File: config.mk
export PLATFORM = sky130hd
export DESIGN_NAME = ann_ctrl
export DESIGN_NICKNAME = d
export VERILOG_FILES = /design/src/rtl/ann_pkg.sv /design/src/rtl/ann_ctrl_lat_counter.sv /design/src/rtl/ann_ctrl.sv
export SDC_FILE = /design/constraint.sdc
export NUM_CORES = 1
export LEC_CHECK = 0
export CORE_ASPECT_RATIO = 0.5
export CORE_MARGIN = 3
export CORE_UTILIZATION = 43
export CTS_CLUSTER_SIZE = 8
export DETAILED_ROUTE_END_ITERATION = 16
export GPL_ROUTABILITY_DRIVEN = 0
export PLACE_DENSITY = 0.85
export SLEW_MARGIN = 20
export SYNTH_ARGS = -nofsm -noshare
export SYNTH_HDL_FRONTEND = slang
export SYNTH_SLANG_ARGS = --single-unit
export TNS_END_PERCENT = 10
File: constraint.sdc
create_clock -name clk -period 4.6 [get_ports clk]
set_input_delay 0.69 -clock clk [delete_from_list [all_inputs] [get_ports clk]]
set_output_delay 0.69 -clock clk [all_outputs]
set_load 0.1 [all_outputs]
File: src/rtl/ann_pkg.sv
// Shared definitions for the ANN layer-sequencing controller: FSM encoding,
// default layer latencies and the counter preload helper.
package ann_pkg;

  localparam int LAT_W       = 4;
  localparam int DEF_LAT_IN  = 1;
  localparam int DEF_LAT_HID = 2;
  localparam int DEF_LAT_OUT = 2;

  typedef enum logic [2:0] {
    ST_IDLE    = 3'd0,
    ST_RUN_IN  = 3'd1,
    ST_RUN_HID = 3'd2,
    ST_RUN_OUT = 3'd3,
    ST_HOLD    = 3'd4
  } state_e;

  // A layer of latency N occupies N cycles, so the down-counter starts at N-1.
  function automatic logic [LAT_W-1:0] lat_load(input int lat);
    logic [LAT_W-1:0] val;
    val = LAT_W'(lat - 1);
    return val;
  endfunction

endpackage

File: src/rtl/ann_ctrl_lat_counter.sv
// Per-state latency down-counter: loads on state entry, counts to zero and
// holds there; the zero flag tells the FSM the current layer is finished.
module lat_counter
  import ann_pkg::*;
(
  input  logic             clk,
  input  logic             rst,
  input  logic             load,
  input  logic [LAT_W-1:0] load_val,
  output logic [LAT_W-1:0] value,
  output logic             zero
);

  logic [LAT_W-1:0] cnt_q;
  logic [LAT_W-1:0] cnt_d;

  always_comb begin
    cnt_d = cnt_q;
    if (load) begin
      cnt_d = load_val;
    end else if (cnt_q != '0) begin
      cnt_d = cnt_q - LAT_W'(1);
    end
  end

  always_ff @(posedge clk or negedge rst) begin
    if (!rst) begin
      cnt_q <= '0;
    end else begin
      cnt_q <= cnt_d;
    end
  end

  assign value = cnt_q;
  assign zero  = (cnt_q == '0);

endmodule

File: src/rtl/ann_ctrl.sv
// Sequencer for a three-layer ANN datapath: accepts one sample, strobes each
// layer for its latency, then holds the result until taken. Optional
// completed-handshake counter enabled by defining ANN_CTRL_PERF_EN.
module ann_ctrl
  import ann_pkg::*;
#(
  parameter int DWIDTH  = 32,
  parameter int LAT_IN  = DEF_LAT_IN,
  parameter int LAT_HID = DEF_LAT_HID,
  parameter int LAT_OUT = DEF_LAT_OUT
) (
  input  logic              clk,
  input  logic              rst,
  input  logic [DWIDTH-1:0] in_a,
  input  logic [DWIDTH-1:0] in_b,
  input  logic              in_valid,
  output logic              in_ready,
  output logic [DWIDTH-1:0] dp_a,
  output logic [DWIDTH-1:0] dp_b,
  output logic              en_in,
  output logic              en_hid,
  output logic              en_out,
  input  logic [DWIDTH-1:0] dp_out1,
  input  logic [DWIDTH-1:0] dp_out2,
  output logic [DWIDTH-1:0] res1,
  output logic [DWIDTH-1:0] res2,
  output logic              res_valid,
  input  logic              res_ready,
`ifdef ANN_CTRL_PERF_EN
  output logic [31:0]       perf_cnt,
`endif
  output logic              busy
);

  state_e state_q;
  state_e state_d;

  logic             cnt_load;
  logic [LAT_W-1:0] cnt_load_val;
  logic [LAT_W-1:0] unused_cnt_value;
  logic             cnt_zero;

  logic [DWIDTH-1:0] dp_a_q, dp_a_d;
  logic [DWIDTH-1:0] dp_b_q, dp_b_d;
  logic [DWIDTH-1:0] res1_q, res1_d;
  logic [DWIDTH-1:0] res2_q, res2_d;
  logic              res_valid_q, res_valid_d;

  logic xfer;
  logic capture;
  logic done;

  assign xfer    = (state_q == ST_IDLE) && in_valid;
  assign capture = (state_q == ST_RUN_OUT) && cnt_zero;
  assign done    = (state_q == ST_HOLD) && res_ready;

  lat_counter u_lat_counter (
    .clk      (clk),
    .rst      (rst),
    .load     (cnt_load),
    .load_val (cnt_load_val),
    .value    (unused_cnt_value),
    .zero     (cnt_zero)
  );

  always_ff @(posedge clk or negedge rst) begin
    if (!rst) begin
      state_q <= ST_IDLE;
    end else begin
      state_q <= state_d;
    end
  end

  always_comb begin
    state_d = state_q;
    case (state_q)
      ST_IDLE:    if (in_valid)  state_d = ST_RUN_IN;
      ST_RUN_IN:  if (cnt_zero)  state_d = ST_RUN_HID;
      ST_RUN_HID: if (cnt_zero)  state_d = ST_RUN_OUT;
      ST_RUN_OUT: if (cnt_zero)  state_d = ST_HOLD;
      ST_HOLD:    if (res_ready) state_d = ST_IDLE;
      default:                   state_d = ST_IDLE;
    endcase
  end

  // Counter is preloaded on the same edge the FSM enters a new state.
  always_comb begin
    cnt_load     = (state_d != state_q);
    cnt_load_val = '0;
    case (state_d)
      ST_RUN_IN:  cnt_load_val = lat_load(LAT_IN);
      ST_RUN_HID: cnt_load_val = lat_load(LAT_HID);
      ST_RUN_OUT: cnt_load_val = lat_load(LAT_OUT);
      default:    cnt_load_val = '0;
    endcase
  end

  always_comb begin
    in_ready = 1'b0;
    en_in    = 1'b0;
    en_hid   = 1'b0;
    en_out   = 1'b0;
    busy     = 1'b1;
    case (state_q)
      ST_IDLE: begin
        in_ready = 1'b1;
        busy     = 1'b0;
      end
      ST_RUN_IN:  en_in  = 1'b1;
      ST_RUN_HID: en_hid = 1'b1;
      ST_RUN_OUT: en_out = 1'b1;
      default: ;
    endcase
  end

  always_comb begin
    dp_a_d      = dp_a_q;
    dp_b_d      = dp_b_q;
    res1_d      = res1_q;
    res2_d      = res2_q;
    res_valid_d = res_valid_q;
    if (xfer) begin
      dp_a_d = in_a;
      dp_b_d = in_b;
    end
    if (capture) begin
      res1_d      = dp_out1;
      res2_d      = dp_out2;
      res_valid_d = 1'b1;
    end else if (done) begin
      res_valid_d = 1'b0;
    end
  end

  always_ff @(posedge clk or negedge rst) begin
    if (!rst) begin
      dp_a_q      <= '0;
      dp_b_q      <= '0;
      res1_q      <= '0;
      res2_q      <= '0;
      res_valid_q <= 1'b0;
    end else begin
      dp_a_q      <= dp_a_d;
      dp_b_q      <= dp_b_d;
      res1_q      <= res1_d;
      res2_q      <= res2_d;
      res_valid_q <= res_valid_d;
    end
  end

  assign dp_a      = dp_a_q;
  assign dp_b      = dp_b_q;
  assign res1      = res1_q;
  assign res2      = res2_q;
  assign res_valid = res_valid_q;

`ifdef ANN_CTRL_PERF_EN
  logic [31:0] perf_cnt_q;
  logic [31:0] perf_cnt_d;

  always_comb begin
    perf_cnt_d = perf_cnt_q;
    if (done) begin
      perf_cnt_d = perf_cnt_q + 32'd1;
    end
  end

  always_ff @(posedge clk or negedge rst) begin
    if (!rst) begin
      perf_cnt_q <= '0;
    end else begin
      perf_cnt_q <= perf_cnt_d;
    end
  end

  assign perf_cnt = perf_cnt_q;
`endif

endmodule

# Word level (Yosys, flattened, before mapping)
# Cells that the tools add are included.
dict set report totals {
  ff_bits 136
  wordCells 40
}
dict set report classes {
  add_sub_neg 1
  eq_ne 7
  mux 16
  n_reduce_logical 9
}
# cell count
set ops {}
lappend ops {{2-to-1 mux 3 bit} 5}
lappend ops {{one-hot mux 3 bit (5 select lines)} 1}
lappend ops {{== test 3 x 2 -> 1 bit, second input constant} 4}
lappend ops {{2-to-1 mux 1 bit} 8}
lappend ops {{2-to-1 mux 4 bit} 2}
lappend ops {{zero test 4 bit} 1}
lappend ops {{nonzero test 2 bit} 2}
lappend ops {{nonzero test 4 bit} 1}
lappend ops {{subtractor 4 x 1 -> 4 bit, second input constant} 1}
lappend ops {{== test 3 x 1 -> 1 bit, second input constant} 1}
lappend ops {{== test 3 bit, second input constant} 1}
lappend ops {{logical AND 1 bit} 3}
lappend ops {{zero test 3 bit} 1}
lappend ops {{inequality test 3 bit} 1}
lappend ops {{OR reduction 2 bit} 1}

# Logic depth before layout (Yosys ltp)
# Gate-level depths: netlist of the first run.
dict set report logic_depth {
  ltp_word 7
  depth_mapped 7
  depth_no_buf 5
}

# Cells and area by module
# Synthesis of the first run repeated with hierarchy kept, for this count alone.
dict set report unflattened {
  cells_unflattened 325
  area_unflattened_um2 5783.0
}
# mod n_inst cells_per_inst area_per_inst_um2 seq_area_each_um2
set by_module_without_submodules {}
lappend by_module_without_submodules {ann_ctrl 1 303 5549.1 3303.2}
lappend by_module_without_submodules {lat_counter 1 22 234.0 100.1}

# Worst setup path after synthesis of the first run
# Ideal clock, no wire load.
dict set report synth_timing {
  kind {register to output}
  from {register state_q[1]}
  to {output en_hid}
  t_arrival_ns 2.883
  path_slack_ns 1.027
  path_stages_with_launch 3
  path_cell_list {dfrtp_1 > buf_1 > nor3b_1}
}
dict set report synth_via {
  elab_chain_len 2
}
# item line_no
set synth_rtl {}
lappend synth_rtl {{start: declaration} ann_ctrl.sv:35} ;# state_e state_q;
lappend synth_rtl {{start signal: assignment} ann_ctrl.sv:70} ;# state_q <= state_d;
lappend synth_rtl {{== test 3 x 2 -> 1 bit} ann_ctrl.sv:104} ;# case (state_q)
lappend synth_rtl {{2-to-1 mux 1 bit} ann_ctrl.sv:104}
lappend synth_rtl {{end: declaration} ann_ctrl.sv:21} ;# output logic en_hid,
# Every way passes these cells.

# Worst setup path after layout of the first run
dict set report layout_timing {
  from {register state_q[1]}
  to {output in_ready}
}
dict set report layout_via {
  elab_chain_len 2
}
# item line_no
set layout_rtl {}
lappend layout_rtl {{zero test 3 bit} ann_ctrl.sv:104}
lappend layout_rtl {{2-to-1 mux 1 bit} ann_ctrl.sv:104}
lappend layout_rtl {{end: declaration} ann_ctrl.sv:17} ;# output logic in_ready,
# Every way passes these cells.

==> flow_metrics.py, run 1 <==
metrics = {
    "drt": {
        "detail_route.first_pass.iterations": 4,
        "avgViaCountPerCell": 4.79,
        "wl_per_cell_um": 18.0,
        "vias": 3681,
        "routed_wl_um": 13900,
        "drc_errors": 0,
        "drtIter0Drc": 169,
        "ant_nets": 0,
    },
    "yosys": {
        "synthTopCellsByArea": "dfrtp_1, mux2_2, mux2_1",
        "syn_nets": 456,
        "synth.distinct_cells": 32,
        "netlist_area_sq_um": 5260,
        "syn_inst": 323,
        "synth_top_area_share_pct": 64.7,
        "postSynthAreaPerCell_sq_um": 16.3,
        "yosys_warnings": 0,
        "synth_seq_cells": 136,
        "yosysSeqAreaShare_pct": 64.7,
        "yosysTopAreaCell": "dfrtp_1",
    },
    "floorplan": {
        "die-area_sq_um": 13700,
        "start_util_pct": 45.9,
        "die_h_um": 84.2,
        "die_x_um": 162,
        "io_pins": 266,
        "fp-row-count": 27,
        "core_region_area_sq_um": 11500,
    },
    "timing": {
        "worst_pin_slew_ns": 1.03,
        "final.setup_skew_ns": 0.0106,
        "slew_violations": 0,
        "hold_viol": 0,
        "fmax_mhz": 304,
        "fin_tns_setup_ns": 0,
        "finalCriticalPeriod_ns": 3.29,
        "fin_crit_sh_pct": 71.5,
        "relSlewSlack_pct": 31.2,
        "setup_viol": 0,
        "rsz0062_at_grt": "no",
    },
    "critical_path": {
        "crit_buf_inv": 2,
        "worst_setup_path_start_kind": "register",
        "crit_path_top_delay_cell": "clkdlybuf4s50_1",
        "crit_required_ns": 3.91,
        "worstPathArrival_ns": 2.60,
        "critical_path.top_delay_family": "buffers and inverters",
        "cp-end-kind": "output pin",
        "reg2reg_from": "u_lat_counter.value[0]",
        "timing.critical_path.cells": "or3_1 > inv_1 > clkdlybuf4s50_1",
        "worst-path-max-fanout": 12,
        "path_class": "register to output pin",
        "crit_start": "state_q[1]",
        "max_stage_delay_ns": 1.14,
    },
    "grt": {
        "grt_pass1_vias": 4054,
        "antenna_found_initial": 0,
        "grt_max_degree": 79,
        "grt_pass1_wl_um": 22300,
        "grt_usage_pct": 20.8,
        "grt_overflow": 0,
    },
    "cts": {
        "clockBufferDepth": 2,
        "cts_hold_repair.buffers": 0,
        "clk_pin_slew_ns": 0.06,
        "cts_tree": "yes",
        "ctsHtreeMaxLevel": 4,
        "postCtsSetupRepairBufs": 0,
        "cts_buffers": 17,
        "cts_sinks": 136,
        "cts_root_buf": "clkbuf_16",
        "cts_resized": 0,
        "clk_latency_ns": 0.40,
    },
    "min_path": {
        "hold_path.class": "primary input to async pin",
    },
    "outcome": {
        "status": "finished clean",
    },
    "cells_and_area": {
        "layout_common_cells": "clkdlybuf4s50_1, dfrtp_1, mux2_2",
        "final_common_cell": "clkdlybuf4s50_1",
        "fin_cells": 768,
        "nNetsFinal": 729,
        "n_fill_cell": 748,
        "insertedDiodeCount": 0,
        "syn_to_final_growth_pct": 65.8,
        "layout-drive-gt1-share_pct": 19.9,
    },
    "job": {
        "cap_violations": 0,
    },
    "placement": {
        "io_buffers": 265,
        "dp_cells": 735,
        "dpl.hpwl_um": 10200,
    },
}
-- cell usage after synthesis --
cell / n
dfrtp_1: 136
mux2_2: 79
mux2_1: 49
buf_2: 8
nor2_1: 7
buf_8: 4
nor2b_1: 4
a21oi_1: 3
inv_1: 3
buf_6: 2
clkbuf_1: 2
nand2b_1: 2
nand3b_1: 2
nor3_1: 2
nor3b_1: 2
o31ai_1: 2
a211oi_1: 1
a21o_1: 1
a222oi_1: 1
and4bb_2: 1
buf_1: 1
ha_1: 1
mux2i_1: 1
nand2_1: 1
nor3_2: 1
nor4b_2: 1
o2111ai_1: 1
o221ai_1: 1
or2_2: 1
or3_1: 1
or3b_1: 1
xnor2_1: 1
-- metal layers --
layer / vias up / GRT usage, % / part of all wire, %
met5: - / 0 / 0
met4: 0 / 5.96 / 1.5
met3: 19 / 4.09 / 4.4
met2: 109 / 39.4 / 56
met1: 1858 / 24.0 / 38
li1: 1695 / - / -
-- worst reg2reg max path: stages (launching register included) --
cell	delay, ns
dfrtp_1	0.41
inv_1	0.07
ha_1	0.24
or3b_1	0.45
nor3_4	0.15
buf_4	0.45
mux2_2	0.41
-- flip-flops by register name, summed over array words and instances, names as in the netlist --
name,cells
dp_a,32
dp_b,32
res1,32
res2,32
res_valid,1
state_q,3
u_lat_counter.value,4
-- path summary, 6_finish.rpt --
check	end	slack [ns]	cells after the start
max in group asynchronous	res2[10]	3.71	2
worst max register to register	res2[31]	2.32	6
worst min-delay path	res1[3]	0.17	1
worst min register to register	res2[13]	0.48	1
worst max-delay path	in_ready	1.31	3
min in group clk	res2[13]	0.48	1
-- stage by stage --
stage / cell area (sq um) / utilization [%] / hold slack, ns / setup WS, ns
global route: 8720 / 76.1 / 0.171 / 1.23
detailed placement: 8040 / 70.2 / 0.474 / 1.78
CTS: 8690 / 75.9 / 0.482 / 1.30
floorplan: 5260 / - / 0.394 / 1.03
finish: 8720 / 76.1 / 0.174 / 1.31
global placement: 8040 / 70.2 / 0.467 / 1.78
-- kinds of logic (layout without fill, tap and decap cells) --
family	count (synthesis)	in the layout	share of synthesized area, %
adders and majority gates	1	1	0.238
and+or+nand+nor	26	26	3.16
DFF	136	136	64.7
xor gates and xnor gates	1	1	0.167
muxes	129	129	27.6
AOI/OAI and AO/OA	10	10	1.38
buffers and inverters	20	306	2.76
-- area by class of cell --
class / count / area, sq um / share of cell area (%)
Timing Repair Buffer: 271 / 2730 / 31.3
Inverter: 3 / 11.3 / 0.129
Sequential cell: 136 / 3400 / 39.0
Multi-Input combinational cell: 167 / 1730 / 19.8
Tap cell: 159 / 199 / 2.28
Clock buffer: 18 / 429 / 4.92
Clock inverter: 14 / 223 / 2.55
Power of run 1 is not shown: default switching activity piles up to over one toggle a cycle in this logic, so the estimate is an artifact.
==> inputs of run 2 (changes only) <==
- CORE_UTILIZATION: 43 -> 36
- PLACE_DENSITY: 0.85 -> 0.76
- clock period: 4.6 -> 2.83 ns (I/O delays scaled with it)
==> flow_metrics.py, run 2 (same netlist as run 1, synthesis figures left out) <==
metrics = {
    "drt": {
        "routed_wl_um": 13500,
        "drc_errors": 0,
        "met2WireLength_um": 7530,
        "detail_route.first_pass.iterations": 4,
        "met1_length_um": 5180,
        "routed-wl-met3_um": 565,
        "avgViaCountPerCell": 4.56,
        "drtIter0Drc": 172,
        "vias": 3653,
        "ant_nets": 0,
        "dr.max_layer_used": "met4",
        "wl_per_cell_um": 16.8,
    },
    "timing": {
        "rsz0062_at_grt": "no",
        "relSlewSlack_pct": 55.9,
        "fin_tns_setup_ns": 0,
        "slew_violations": 0,
        "final.setup_skew_ns": 0.0113,
        "setup_viol": 0,
        "worst_pin_slew_ns": 0.662,
        "fmax_mhz": 439,
        "fin_crit_sh_pct": 80.5,
        "hold_viol": 0,
        "finalCriticalPeriod_ns": 2.28,
    },
    "critical_path": {
        "worst-path-max-fanout": 38,
        "worst_setup_path_start_kind": "register",
        "cp-end-kind": "register",
        "r2r.worst_path.cells": 6,
        "crit_required_ns": 3.12,
        "worstPathArrival_ns": 2.56,
        "r2r_end": "res2[7]",
        "rrSetupSlack_ns": 0.55,
        "path_class": "register to register",
        "reg2reg_from": "u_lat_counter.value[0]",
    },
    "cts": {
        "cts_sinks": 136,
        "clk_pin_slew_ns": 0.06,
        "clk_latency_ns": 0.40,
        "cts_tree": "yes",
        "cts_root_buf": "clkbuf_16",
        "cts_buffers": 17,
        "ctsHtreeMaxLevel": 4,
        "clockBufferDepth": 2,
        "cts_hold_repair.buffers": 0,
        "cts_resized": 0,
        "postCtsSetupRepairBufs": 0,
    },
    "floorplan": {
        "die_x_um": 177,
        "io_pins": 266,
        "start_util_pct": 37.8,
        "die-area_sq_um": 16200,
        "fp-row-count": 30,
        "die_h_um": 91.5,
        "core_region_area_sq_um": 13900,
    },
    "grt": {
        "antenna_found_initial": 0,
        "grt_max_degree": 72,
        "grt_pass1_vias": 3829,
        "grt_usage_pct": 16.5,
        "grt_pass1_wl_um": 20900,
        "grt_overflow": 0,
    },
    "placement": {
        "io_buffers": 265,
        "dpl.hpwl_um": 10200,
    },
    "cells_and_area": {
        "layout-drive-gt1-share_pct": 42.0,
        "layout_common_cells": "buf_4, dfrtp_1, clkdlybuf4s50_1",
        "final_common_cell": "buf_4",
        "syn_to_final_growth_pct": 59.4,
        "insertedDiodeCount": 0,
        "nNetsFinal": 729,
    },
    "outcome": {
        "status": "finished clean",
    },
    "job": {
        "cap_violations": 0,
    },
    "min_path": {
        "hold_path.class": "primary input to async pin",
    },
}
run 2: cell types whose count changed in the layout (fill, tap and decap cells not counted), sizes merged:
cell	change
bufinv	-1
clkdlybuf4s50	-134
buf	+134
inv	+2
clkinvlp	-1
run 2: per-layer routing:
layer  global-route usage (%)  vias to the layer above
met5                        0                        -
met4                     5.75                        0
met3                     3.59                       17
met2                     30.7                       86
met1                     18.8                     1854
li1                         -                     1696
run 2: critical path: stages (launching register included):
cell and delay, ns:
dfrtp_1 0.41, inv_1 0.07, ha_1 0.22, or3b_1 0.45
nor3_4 0.16, buf_4 0.44, mux2_2 0.39
run 2: area by class of cell:
cell class / count / area (sq um)
fill: 1139 / 5540
sequential: 136 / 3400
timing repair buffer: 271 / 2380
multi-input combinational: 167 / 1730
clock buffer: 18 / 429
tap: 192 / 240
clock inverter: 14 / 195
inverter: 3 / 11.3
run 2: how the worst max path moves through the flow:
stage,from,to,slack (ns)
global route,u_lat_counter.value[0],res2[9],0.41
floorplan,state_q[1],in_ready,0.25
global placement,in_valid,dp_a[23],0.62
detailed placement,u_lat_counter.value[0],res1[31],0.55
finish,u_lat_counter.value[0],res2[7],0.55
CTS,u_lat_counter.value[0],res2[6],0.55
run 2: stage by stage:
step	hold WS, ns	std cells	utilization (%)	cell area (sq um)	setup WS, ns
after CTS	0.0480	801	60.2	8390	0.551
after floorplan	0.129	323	-	5270	0.254
after global routing	0.0533	801	60.2	8390	0.407
after detailed placement	0.476	769	55.7	7760	0.550
final	0.0125	801	60.2	8390	0.553
after global placement	0.470	769	55.7	7760	0.622
Power of run 2 is left out for the same reason.
==> inputs of run 3 (changes only) <==
- CORE_UTILIZATION: 36 -> 40
- PLACE_DENSITY: 0.76 -> 0.8
- clock period: 2.83 -> 2.1 ns (I/O delays scaled with it)
==> flow_metrics.py, run 3 (same netlist as run 1, synthesis figures left out) <==
metrics = {
    "outcome": {
        "status": "finished clean",
    },
    "drt": {
        "drc_errors": 0,
        "wl_per_cell_um": 18.3,
        "detail_route.first_pass.iterations": 4,
        "vias": 3733,
        "avgViaCountPerCell": 4.73,
        "drtIter0Drc": 139,
        "routed_wl_um": 14400,
        "ant_nets": 0,
    },
    "cts": {
        "ctsHtreeMaxLevel": 4,
        "clk_pin_slew_ns": 0.06,
        "cts_tree": "yes",
        "clockBufferDepth": 2,
        "cts_buffers": 17,
        "clk_latency_ns": 0.40,
        "cts_root_buf": "clkbuf_16",
        "cts_sinks": 136,
    },
    "timing": {
        "fmax_mhz": 480,
        "finalCriticalPeriod_ns": 2.08,
        "timing.final.ws_setup_ns": 0.0178,
        "hold_viol": 0,
        "worst_pin_slew_ns": 0.600,
        "relSlewSlack_pct": 59.9,
        "setup_viol": 0,
        "rsz0062_at_grt": "yes",
        "final.setup_skew_ns": 0.0108,
        "fin_crit_sh_pct": 99.2,
        "slew_violations": 0,
    },
    "grt": {
        "antenna_found_initial": 0,
        "grt_usage_pct": 19.1,
        "grt_max_degree": 57,
        "grt_overflow": 0,
        "grt_pass1_vias": 3961,
        "grt_pass1_wl_um": 21800,
    },
    "critical_path": {
        "max_stage_delay_ns": 0.41,
        "worst-path-max-fanout": 8,
        "cp-end-kind": "register",
        "timing.critical_path.cells": "inv_2 > ha_4 > or3b_4 > nor3_4 > buf_6 > clkbuf_16 > mux2_2",
        "worstPathArrival_ns": 2.36,
        "worst_setup_path_start_kind": "register",
        "crit_required_ns": 2.38,
        "crit_path_top_delay_cell": "dfrtp_1",
        "path_class": "register to register",
    },
    "floorplan": {
        "start_util_pct": 42.7,
        "die_x_um": 168,
        "die-area_sq_um": 14600,
        "io_pins": 266,
        "die_h_um": 87.1,
        "core_region_area_sq_um": 12300,
        "fp-row-count": 28,
    },
    "cells_and_area": {
        "insertedDiodeCount": 0,
        "layout-drive-gt1-share_pct": 45.4,
        "syn_to_final_growth_pct": 63.7,
        "n_fill_cell": 857,
        "seq_area_sq_um": 3410,
        "final_common_cell": "buf_4",
        "layout_common_cells": "buf_4, dfrtp_1, clkdlybuf4s50_1",
        "multi_input_area_sq_um": 1760,
        "nNetsFinal": 745,
    },
    "placement": {
        "place_ws_ns": 0.0481,
        "io_buffers": 265,
        "dpl.hpwl_um": 10400,
    },
    "job": {
        "cap_violations": 0,
    },
    "min_path": {
        "hold_path.class": "primary input to async pin",
    },
}
## run 3: cell count changes in the layout (fill, tap and decap cells not counted), moves of 3 or more
| cell | before | now |
|---|---|---|
| dfrtp_2 | 0 | 3 |
| inv_6 | 4 | 1 |
| buf_12 | 1 | 9 |
| inv_1 | 3 | 0 |
| buf_6 | 1 | 4 |
| dfrtp_1 | 136 | 133 |
## run 3: repair_timing
item,4_1_cts,5_1_grt
pin swaps,0,1
gates cloned,0,4
endpoints found under the setup margin,1,65
setup buffers,0,9
gates resized for setup,2,9
hold buffers,1,0
hold endpoints to repair,53,0
## run 3: layout make-up
type | count | share of cell area [%]
Tap cell | 165 | 2.40
Sequential cell | 136 | 39.6
Timing Repair Buffer | 287 | 30.7
Multi-Input combinational cell | 167 | 20.4
Inverter | 3 | 0.174
Clock inverter | 12 | 1.47
Clock buffer | 19 | 5.26
## run 3: layer usage
layer | vias up | share of wire, % | wire (um) | global-route usage (%)
li1 | 1724 | - | - | -
met1 | 1888 | 38 | 5540 | 21.9
met2 | 97 | 55 | 7970 | 35.9
met3 | 24 | 3.9 | 565 | 3.49
met4 | 0 | 2.3 | 326 | 7.57
met5 | - | 0 | 0 | 0
## run 3: path summary, 6_finish.rpt
| kind | start | end | slack [ns] | depth (start not counted) |
|---|---|---|---|---|
| max | u_lat_counter.value[0] | res2[6] | 0.02 | 7 |
| min | rst | res2[14] | 0.44 | 2 |
| max reg2reg | u_lat_counter.value[0] | res2[6] | 0.02 | 7 |
| min reg2reg | res1[1] | res1[1] | 0.48 | 1 |
| max in group asynchronous | rst | dp_a[13] | 0.91 | 3 |
| min in group clk | res1[1] | res1[1] | 0.48 | 1 |
## run 3: per-stage QoR
step	setup TNS, ns	utilization (%)	hold WS, ns	instance area (sq um)	std cells
after CTS	0	68.5	0.469	8440	776
after global placement	0	63.7	0.318	7850	744
final	0	69.8	0.439	8610	789
after floorplan	-0.351	-	0.0194	5270	323
after detailed placement	0	63.7	0.313	7850	744
after global routing	-1.27	69.8	0.476	8610	789
## run 3: critical path, delay by kind of cell, from the launching register on
family	cells	cell delay, ns
simple gates	2	0.65
buf+inv	3	0.45
flops	1	0.41
mux	1	0.33
fa+ha+maj	1	0.14
Power of run 3 is left out for the same reason.
